`config.mk`:
```
export PLATFORM = sky130hd
export DESIGN_NAME = fifo_rd_packer
export DESIGN_NICKNAME = d
export VERILOG_FILES = /design/src/rtl/fifo_rd_packer_pkg.sv /design/src/rtl/fifo_rd_packer_outq.sv /design/src/rtl/fifo_rd_packer.sv
export SDC_FILE = /design/constraint.sdc
export NUM_CORES = 1
export LEC_CHECK = 0
export BUFFER_PORTS_ARGS = -buffer_cell sky130_fd_sc_hd__buf_2
export CAP_MARGIN = 0
export CORE_UTILIZATION = 57
export CTS_CLUSTER_DIAMETER = 120
export DETAILED_ROUTE_END_ITERATION = 7
export GPL_TIMING_DRIVEN = 0
export PLACE_DENSITY = 0.87
export SYNTH_ARGS = -nofsm -noshare
export SYNTH_HDL_FRONTEND = slang
export SYNTH_SLANG_ARGS = --single-unit
export TNS_END_PERCENT = 30
```
`constraint.sdc`:
```
create_clock -name clk -period 3.68 [get_ports clk]
set_clock_uncertainty 0.05 [all_clocks]
set_input_delay 0.184 -clock clk [delete_from_list [all_inputs] [get_ports clk]]
set_output_delay 0.184 -clock clk [all_outputs]
set_load 0.05 [all_outputs]
```
`src/rtl/fifo_rd_packer_pkg.sv`:
```
// rtl/fifo_rd_packer_pkg.sv - shared types and constants for the FIFO read packer
package fifo_rd_pkg;

    localparam int PKG_FIFO_WIDTH = 16;
    localparam int CREDIT_MAX     = 4;

    typedef struct packed {
        logic                          half;
        logic [2*PKG_FIFO_WIDTH-1:0]   data;
    } beat_t;

    typedef enum logic [1:0] {
        RUN   = 2'd0,
        DRAIN = 2'd1,
        EMIT  = 2'd2,
        DONE  = 2'd3
    } state_t;

endpackage

```
`src/rtl/fifo_rd_packer_outq.sv`:
```
// rtl/fifo_rd_packer_outq.sv - two-entry beat queue with registered head outputs
module fifo_rd_outq #(
    parameter int DW = 32
) (
    input  logic          clk,
    input  logic          rst,
    input  logic          push,
    input  logic          push_half,
    input  logic [DW-1:0] push_data,
    input  logic          pop,
    output logic [1:0]    q_cnt,
    output logic          m_valid,
    output logic [DW-1:0] m_data,
    output logic          m_half
);

    logic          head_valid_q, head_valid_d;
    logic          head_half_q, head_half_d;
    logic [DW-1:0] head_data_q, head_data_d;
    logic          tail_valid_q, tail_valid_d;
    logic          tail_half_q, tail_half_d;
    logic [DW-1:0] tail_data_q, tail_data_d;

    always_comb begin
        head_valid_d = head_valid_q;
        head_half_d  = head_half_q;
        head_data_d  = head_data_q;
        tail_valid_d = tail_valid_q;
        tail_half_d  = tail_half_q;
        tail_data_d  = tail_data_q;
        if (pop) begin
            if (tail_valid_q) begin
                head_half_d  = tail_half_q;
                head_data_d  = tail_data_q;
                tail_valid_d = push;
                if (push) begin
                    tail_half_d = push_half;
                    tail_data_d = push_data;
                end
            end else begin
                // Head data is left in place when the queue empties; m_valid gates it.
                head_valid_d = push;
                if (push) begin
                    head_half_d = push_half;
                    head_data_d = push_data;
                end
            end
        end else if (push) begin
            if (!head_valid_q) begin
                head_valid_d = 1'b1;
                head_half_d  = push_half;
                head_data_d  = push_data;
            end else begin
                tail_valid_d = 1'b1;
                tail_half_d  = push_half;
                tail_data_d  = push_data;
            end
        end
    end

    always_ff @(posedge clk or posedge rst) begin
        if (rst) begin
            head_valid_q <= 1'b0;
            head_half_q  <= 1'b0;
            head_data_q  <= '0;
            tail_valid_q <= 1'b0;
            tail_half_q  <= 1'b0;
            tail_data_q  <= '0;
        end else begin
            head_valid_q <= head_valid_d;
            head_half_q  <= head_half_d;
            head_data_q  <= head_data_d;
            tail_valid_q <= tail_valid_d;
            tail_half_q  <= tail_half_d;
            tail_data_q  <= tail_data_d;
        end
    end

    assign q_cnt   = {1'b0, head_valid_q} + {1'b0, tail_valid_q};
    assign m_valid = head_valid_q;
    assign m_data  = head_data_q;
    assign m_half  = head_half_q;

endmodule

```
`src/rtl/fifo_rd_packer.sv`:
```
// rtl/fifo_rd_packer.sv - drains FIFO words and packs pairs into double-width beats
module fifo_rd_packer
    import fifo_rd_pkg::*;
#(
    parameter int FIFO_WIDTH = 16,
    parameter int CNT_WIDTH  = 16
) (
    input  logic                    clk,
    input  logic                    rst,
    input  logic                    fifo_empty,
    input  logic [FIFO_WIDTH-1:0]   fifo_data_out,
    input  logic                    fifo_underflow,
    output logic                    fifo_rd_en,
    output logic                    m_valid,
    output logic [2*FIFO_WIDTH-1:0] m_data,
    output logic                    m_half,
    input  logic                    m_ready,
    input  logic                    flush,
    output logic                    flush_done,
    output logic [CNT_WIDTH-1:0]    word_cnt,
    output logic                    err_underflow
);

    localparam int BW = 2 * FIFO_WIDTH;

    state_t                  state_q, state_d;
    logic [FIFO_WIDTH-1:0]   lo_q, lo_d;
    logic                    lo_valid_q, lo_valid_d;
    logic                    pend_q, pend_d;
    logic [CNT_WIDTH-1:0]    word_cnt_q, word_cnt_d;
    logic                    err_q, err_d;
    logic                    flush_done_q, flush_done_d;

    logic                    push, push_half;
    logic [BW-1:0]           push_data;
    logic                    pop;
    logic [1:0]              q_cnt;
    logic [2:0]              used, space;

    fifo_rd_outq #(.DW(BW)) u_outq (
        .clk       (clk),
        .rst       (rst),
        .push      (push),
        .push_half (push_half),
        .push_data (push_data),
        .pop       (pop),
        .q_cnt     (q_cnt),
        .m_valid   (m_valid),
        .m_data    (m_data),
        .m_half    (m_half)
    );

    assign pop = m_valid && m_ready;

    // Half-slot accounting: a queued beat costs two, a held or in-flight word costs one.
    assign used  = {q_cnt, 1'b0} + {2'b00, lo_valid_q} + {2'b00, pend_q};
    assign space = pop ? 3'(CREDIT_MAX + 2) : 3'(CREDIT_MAX);

    assign fifo_rd_en = !rst && (state_q == RUN) && !fifo_empty && (space > used);

    always_comb begin
        state_d      = state_q;
        lo_d         = lo_q;
        lo_valid_d   = lo_valid_q;
        pend_d       = fifo_rd_en;
        word_cnt_d   = word_cnt_q;
        err_d        = err_q | fifo_underflow;
        push         = 1'b0;
        push_half    = 1'b0;
        push_data    = '0;

        if (pend_q) begin
            word_cnt_d = word_cnt_q + 1'b1;
            if (lo_valid_q) begin
                push       = 1'b1;
                push_data  = {fifo_data_out, lo_q};
                lo_valid_d = 1'b0;
            end else begin
                lo_d       = fifo_data_out;
                lo_valid_d = 1'b1;
            end
        end

        case (state_q)
            RUN:   if (flush) state_d = DRAIN;
            DRAIN: if (!pend_q) state_d = EMIT;
            EMIT: begin
                // No reads are issued outside RUN, so pend_q is clear and this push cannot collide.
                if (lo_valid_q) begin
                    if ((q_cnt != 2'd2) || pop) begin
                        push       = 1'b1;
                        push_half  = 1'b1;
                        push_data  = {{FIFO_WIDTH{1'b0}}, lo_q};
                        lo_valid_d = 1'b0;
                        state_d    = DONE;
                    end
                end else begin
                    state_d = DONE;
                end
            end
            DONE:    state_d = RUN;
            default: state_d = RUN;
        endcase

        flush_done_d = (state_d == DONE);
    end

    always_ff @(posedge clk or posedge rst) begin
        if (rst) begin
            state_q      <= RUN;
            lo_q         <= '0;
            lo_valid_q   <= 1'b0;
            pend_q       <= 1'b0;
            word_cnt_q   <= '0;
            err_q        <= 1'b0;
            flush_done_q <= 1'b0;
        end else begin
            state_q      <= state_d;
            lo_q         <= lo_d;
            lo_valid_q   <= lo_valid_d;
            pend_q       <= pend_d;
            word_cnt_q   <= word_cnt_d;
            err_q        <= err_d;
            flush_done_q <= flush_done_d;
        end
    end

    assign word_cnt      = word_cnt_q;
    assign err_underflow = err_q;
    assign flush_done    = flush_done_q;

endmodule

```
==> metrics.md, run 1 <==
| Metric | Value |
|---|---|
| Max-slew violations | `0` |
| Final Hold Fails | `0` |
| Core Area | `8217 µm²` |
| Synth area leader | `dfrtp_1` |
| Post-synth EDFFs | `0` |
| Post-synthesis register bit count | `106` |
| Slew headroom | `0.5768` |
| Buf/Inv on CP | `2` |
| Register area share after synthesis | `0.5489` |
| Final core occ | `0.6883` |
| Routability congestion estimate from global placement | `between 0.8 and 0.9` |
| CP max stage cell | `dfrtp_1` |
| Clk sink count | `106` |
| Setup tns final | `0 ps` |
| Setup WS pre-CTS | `1365 ps` |
| Post-synth ARST share | `1.000` |
| DP HPWL | `7686 µm` |
| Most used DFF post-synth | `dfrtp_1` |
| Worst min path class | `in2reg` |
| RSZ-0062 raised after global routing | `no` |
| Drt pass-1 iters | `6` |
| Data arrival time of the worst path | `2540 ps` |
| Total of max-cap violations | `0` |
| Endpoints failing setup | `0` |
| ANT nets after route | `0` |
| CP Capture Type | `output port` |
| Syn avg cell area | `11.42 µm²` |
| Starting density of the core | `0.5881` |
| Gate power share | `0.387` |
| DR vias | `3800` |
| Number of antenna violations at the first check in global routing | `0` |
| Crit path cell chain | `ha_1, inv_1, fa_1, ha_1, nand2_1, a21oi_1, nor2_1, buf_2` |
| Switching Share | `0.4314` |
| Post-CTS setup repair buffer count | `0` |
| Dpl cells | `603` |
| Most common cell in the netlist | `dfrtp_1` |
| Switching pwr | `between 1.5 and 2 mW` |
| Via density per instance | `6.061` |
| CTS tree | `yes` |
| Power density over the cells | `709.0 nW/µm²` |
| GRT overflow | `0` |
| Nets | `545` |
| Ranking of synthesized cells by area | `dfrtp_1 (55%), mux2_2 (4.7%), mux2_4 (4.4%)` |
| Most frequent CP cell | `ha_1` |
| Yosys cell types | `41` |
| F_max | `360.7 MHz` |
| Die Wd | `94.07 µm` |
| Cell count after synthesis | `423` |
| Critical Path Source Type | `flop` |
| Largest net degree at the start of global routing | `58` |
| GRT Total Usage | `0.2742` |
| Post_cts resized | `0` |
| Peak supply drop | `roughly 0.52 mV` |
| Layout cells sized above 1 | `0.2835` |
| Required @ worst endpoint | `3450 ps` |
| Mapped Nets | `451` |
| Clock Path Buffers | `2` |
| CTS clk-pin slew, worst paths | `110 ps` |
| Int Power | `2.280 mW` |
| Die Area | `8849 µm²` |
| PnR worst setup slack | `907.7 ps` |
| Initial DRC count | `roughly 260` |
| Run status | `finished, final reports clean` |
| Max stage delay on crit path | `between 500 and 600 ps` |
| Number of global-route vias before repair | `3678` |
| Crit path max fanout | `7` |
| Fin cells | `627` |
| Synth top area share | `0.5489` |
| Tmin final | `approximately 2800 ps` |
| # diodes | `0` |
| Top delay family on crit path | `adder cells` |
| YS warnings | `0` |
| Clk root buf | `clkbuf_8` |
| Hold Buf Count CTS | `8` |
| Clock Power Share | `0.190` |
| CTS Buf Count | `9` |
| CTS HTree Levels | `3` |
| First-pass GRT wire length | `around 18000 µm` |
| Tightest Pin Transition | `~630 ps` |
| Synthesis-to-finish area growth | `17.04%` |
| Reg power frac | `0.422` |
| Crit Path Category | `reg2out` |
| Die Ht | `94.07 µm` |
| Worst skew pair latency | `390 ps` |
| Period utilisation layout | `0.7533` |
| Leak | `around 2.6 nW` |
| Num ports | `75` |
| FP Rows | `33` |
| Total Power | `4.009 mW` |
| I/O Buffers | `74` |
| WL final | `around 11000 µm` |
| Post-Syn Area | `4832 µm²` |
| # DRC | `0` |
| Routed len/inst | `18.28 µm` |
| Most common library cells after synthesis | `dfrtp_1 (106), nand2_1 (47), o21ai_0 (40)` |
registers in the layout, indices dropped and copies added (netlist names):
signal,cells
u_outq.tail_half_q,1
flush_done,1
lo_valid_q,1
u_outq.m_valid,1
word_cnt,16
lo_q,16
u_outq.tail_data_q,32
err_underflow,1
u_outq.m_half,1
pend_q,1
u_outq.tail_valid_q,1
state_q,2
u_outq.m_data,32
final timing paths:
path / from / to / slack (ps) / depth (start not counted)
max in group asynchronous: rst / u_outq.tail_data_q[27]$_DFFE_PP0P_ / 2520 / 4
setup reg to reg: lo_valid_q$_DFF_PP0_ / lo_q[2]$_DFFE_PP0P_ / 1440 / 5
hold reg to reg: err_underflow$_DFF_PP0_ / err_underflow$_DFF_PP0_ / 440 / 1
hold / removal: fifo_data_out[5] / u_outq.tail_data_q[21]$_DFFE_PP0P_ / 4 / 3
min in group asynchronous: rst / state_q[1]$_DFF_PP0_ / 390 / 3
setup / recovery: lo_valid_q$_DFF_PP0_ / fifo_rd_en / 910 / 8
routing by layer:
layer | part of all wire | routed length, µm | vias to the layer above | global-route usage
met5 | 0 | 0 | - | 0
met4 | 0.026 | 295 | 0 | 0.1090
met3 | 0.055 | 635 | 31 | 0.04773
met2 | 0.48 | 5513 | 158 | 0.4331
met1 | 0.44 | 5018 | 1901 | 0.3774
li1 | - | - | 1710 | -
power groups by stage:
| stage | Combinational, mW | Clock, mW | Sequential [mW] |
|---|---|---|---|
| 5_1_grt | 1.64 | 0.810 | 1.73 |
| 4_1_cts | 1.55 | 0.765 | 1.68 |
| 6_report | 1.55 | 0.763 | 1.69 |
| 3_5_place_dp | 1.54 | 0 | 1.70 |
| 3_3_place_gp | 1.50 | 0 | 1.69 |
| 2_1_floorplan | 0.609 | 0 | 2.23 |
placed cells by master, fill, tap and decap left out, drive strengths merged, types with 2 or more instances in the layout:
master,count
ha,5
a21oi,3
clkinv,2
nand3,19
and3,2
nor2b,3
dfrtp,106
clkbuf,23
nor2,7
xor2,5
inv,12
nand4,6
or4,2
o211ai,16
or2,2
nor3,2
nand2,47
a2bb2oi,16
buf,91
xnor2,10
mux2,34
o21ai,71
dlygate4sd3,8
a22o,16
area by class of cell:
cell class              instances  area [µm²]
multi-input cells             278        1972
fillers                       564        2561
well taps                     105       131.4
clock buffers                   9       123.9
clock inverters                 7       87.58
flip-flops and latches        106        2653
repair buffers                 83       478.0
plain buffers                  30       173.9
inverters                       9       36.28
kinds of logic (layout without fill, tap and decap cells):
logic type	after synthesis	after routing	synth area share
AO/OA/AOI/OAI	131	131	0.1859
flip-flops	106	106	0.5489
AND/OR/NAND/NOR	91	91	0.08571
buffers and inverters	39	138	0.04298
multiplexers	35	35	0.09218
XOR/XNOR	15	15	0.02719
adder cells (fa/ha/maj)	6	6	0.01709
tightest hold or removal path, delay by kind of cell:
| kind | cells | cell delay [ps] |
|---|---|---|
| buf+inv | 1 | 120 |
| simple gates | 1 | 60 |
| compound gates | 1 | 50 |
stage by stage:
stage          instance area [µm²]  hold WS, ps
2_1_floorplan                 4832        246.1
3_3_place_gp                  5334        329.6
3_5_place_dp                  5364        268.3
4_1_cts                       5655        2.231
5_1_grt                       5655        5.595
6_report                      5655        3.904
Power figures use the tool's default switching activity.
==> run 2, diff against run 1 <==
--- a/config.mk
+++ b/config.mk
@@ -7,11 +7,11 @@
 export LEC_CHECK = 0
 export BUFFER_PORTS_ARGS = -buffer_cell sky130_fd_sc_hd__buf_2
 export CAP_MARGIN = 0
-export CORE_UTILIZATION = 57
+export CORE_UTILIZATION = 51
 export CTS_CLUSTER_DIAMETER = 120
 export DETAILED_ROUTE_END_ITERATION = 7
 export GPL_TIMING_DRIVEN = 0
-export PLACE_DENSITY = 0.87
+export PLACE_DENSITY = 0.83
 export SYNTH_ARGS = -nofsm -noshare
 export SYNTH_HDL_FRONTEND = slang
 export SYNTH_SLANG_ARGS = --single-unit
==> constraint.sdc (replaced) <==
create_clock -name clk -period 2.5 [get_ports clk]
set_clock_uncertainty 0.05 [all_clocks]
set_input_delay 0.125 -clock clk [delete_from_list [all_inputs] [get_ports clk]]
set_output_delay 0.125 -clock clk [all_outputs]
set_load 0.05 [all_outputs]
==> run 2 against run 1 <==
  * Die area rose by 12%
  * Non-clock buffer count rose by 18
  * Sequential power rose by 47%
  * Power rose by 50%
  * Count of clock-buffer cells in the layout did not move
  * The run now ends with design-rule violations left
  * Register-to-register slack got worse by 1300 ps
  * Worst setup slack got worse by 840 ps
  * Largest cell class unchanged
  * Core utilization fell by 5.0 points
  * Highest routed layer unchanged
  * Combinational power rose by 53%
  * Clock power rose by 51%
  * Worst hold slack improved by 180 ps
  * First-iteration DRC count rose by 37%
==> metrics.md, run 2 (synthesized netlist as in run 1, its figures left out) <==
| Metric | Value |
|---|---|
| Endpoints failing setup | `0` |
| Nets | `563` |
| RR Endpoint | `u_outq.m_data[1]$_DFFE_PP0P_` |
| FP Rows | `35` |
| Met2 Use GR | `0.3905` |
| Synthesis-to-finish area growth | `21.49%` |
| CTS tree | `yes` |
| First-pass GRT wire length | `~19000 µm` |
| Number of global-route vias before repair | `between 3000 and 4000` |
| ANT nets after route | `0` |
| Number of antenna violations at the first check in global routing | `0` |
| Final core occ | `0.6384` |
| CP Capture Type | `output port` |
| Final Hold Fails | `0` |
| Routability congestion estimate from global placement | `0.8450` |
| F_max | `411.1 MHz` |
| Reg-to-reg startpoint | `u_outq.m_valid$_DFFE_PP0P_` |
| Start point of the worst hold path | `m_ready` |
| Worst skew pair latency | `380 ps` |
| I/O Buffers | `74` |
| CTS Buf Count | `9` |
| Data arrival time of the worst path | `2260 ps` |
| # DRC | `2` |
| CP max stage cell | `fa_1` |
| Commonest non-fill, non-tap cells in the layout | `dfrtp_1 (105), buf_2 (80), nand2_1 (47)` |
| Drt pass-1 iters | `7` |
| Tmin final | `~2400 ps` |
| Dpl cell area | `5385 µm²` |
| Dpl cells | `610` |
| Fin cells | `651` |
| RSZ-0062 raised after global routing | `no` |
| Peak supply drop | `between 0.5 and 0.6 mV` |
| Tightest Pin Transition | `874.6 ps` |
| Core Area | `9196 µm²` |
| Hold path depth | `4` |
| Period utilisation layout | `0.9729` |
| Worst hold slack | `between 150 and 200 ps` |
| PnR worst setup slack | `67.72 ps` |
| Worst min path class | `in2reg` |
| Run status | `complete, but fails checks` |
| Total Power | `6.009 mW` |
| CTS HTree Levels | `3` |
| Die Wd | `99.34 µm` |
| Total of max-cap violations | `0` |
| Power density over the cells | `1024 nW/µm²` |
| Post-route cell area | `~6000 µm²` |
| # diodes | `0` |
| Die Ht | `99.34 µm` |
| Required @ worst endpoint | `2330 ps` |
| Clock Path Buffers | `2` |
| Via density per instance | `5.974` |
| Routed len/inst | `around 18 µm` |
| Slew headroom | `0.4157` |
| Failing checks | `design-rule violations` |
| Initial DRC count | `349` |
| Crit path cell chain | `ha_4, inv_2, fa_1, ha_1, nand2_1, a21oi_2, nor2_2, buf_6` |
| Met3 GRT Util | `0.04216` |
| Crit path max fanout | `3` |
| WL final | `11740 µm` |
| Leak | `roughly 2.7 nW` |
| Crit Path Category | `reg2out` |
| Worst Hold Path EP | `u_outq.tail_valid_q$_DFFE_PP0P_` |
| Largest net degree at the start of global routing | `41` |
| DR vias | `just under 4000` |
| Clk root buf | `clkbuf_8` |
| Setup WS pre-CTS | `between 150 and 200 ps` |
| FF-to-FF path depth | `8` |
| GRT overflow | `0` |
| Max-slew violations | `0` |
| GRT Total Usage | `0.2469` |
| GR Util met1 | `0.3390` |
| Max stage delay on crit path | `~480 ps` |
| Flop2flop setup slack | `160 ps` |
| DP HPWL | `between 7000 and 8000 µm` |
| Starting density of the core | `0.5254` |
| Commonest non-fill, non-tap cell in the layout | `dfrtp_1` |
| Layout cells sized above 1 | `0.2963` |
| Busiest layer in global routing | `met2` |
| Critical Path Source Type | `flop` |
| Die Area | `~9900 µm²` |
| CTS clk-pin slew, worst paths | `100 ps` |
| Clk sink count | `106` |
| Num ports | `75` |
| Setup tns final | `0 ps` |
run 2: area by class of cell:
cell class | count | area (µm²)
Multi-Input combinational cell | 278 | 1991
Tap cell | 111 | 138.9
Clock buffer | 9 | 123.9
Fill cell | 680 | 3326
Buffer | 30 | 177.7
Inverter | 9 | 37.54
Timing Repair Buffer | 101 | 654.4
Sequential cell | 106 | 2654
Clock inverter | 7 | 93.84
run 2: how the worst max path moves through the flow:
stage                               start  slack [ps]  cells past startpoint          endpoint
2_1_floorplan  u_outq.m_valid$_DFFE_PP0P_        -240                      7  pend_q$_DFF_PP0_
3_3_place_gp         lo_valid_q$_DFF_PP0_         230                      8        fifo_rd_en
3_5_place_dp         lo_valid_q$_DFF_PP0_         190                      8        fifo_rd_en
4_1_cts              lo_valid_q$_DFF_PP0_          30                      8        fifo_rd_en
5_1_grt                  pend_q$_DFF_PP0_           9                      8        fifo_rd_en
6_report                 pend_q$_DFF_PP0_          70                      8        fifo_rd_en
run 2: where the power goes:
part / switching, mW / internal, mW / leakage, nW
registers: 0.352 / 2.13 / 1.38
clock network: 0.660 / 0.492 / 0.107
logic: 1.58 / 0.796 / 1.18
total: 2.59 / 3.42 / 2.66
run 2: timing repair:
item	CTS	global route
buffers inserted	3	2
gates resized for setup	4	6
endpoints found under the hold margin	70	0
hold buffers	20	0
pin swaps	0	6
endpoints found under the setup margin	1	1
run 2: routing by layer:
metal,wire [µm],up-vias
met5,0,-
li1,-,1742
met2,5650,219
met1,5009,1901
met4,289,0
met3,792,27
run 2: critical path: cells and delay by family, from the launching register on:
family,cells,cell delay [ps]
AND/OR/NAND/NOR,2,210
AO/OA/AOI/OAI,1,60
adder cells (fa/ha/maj),3,970
flip-flops,1,430
buffers and inverters,2,220
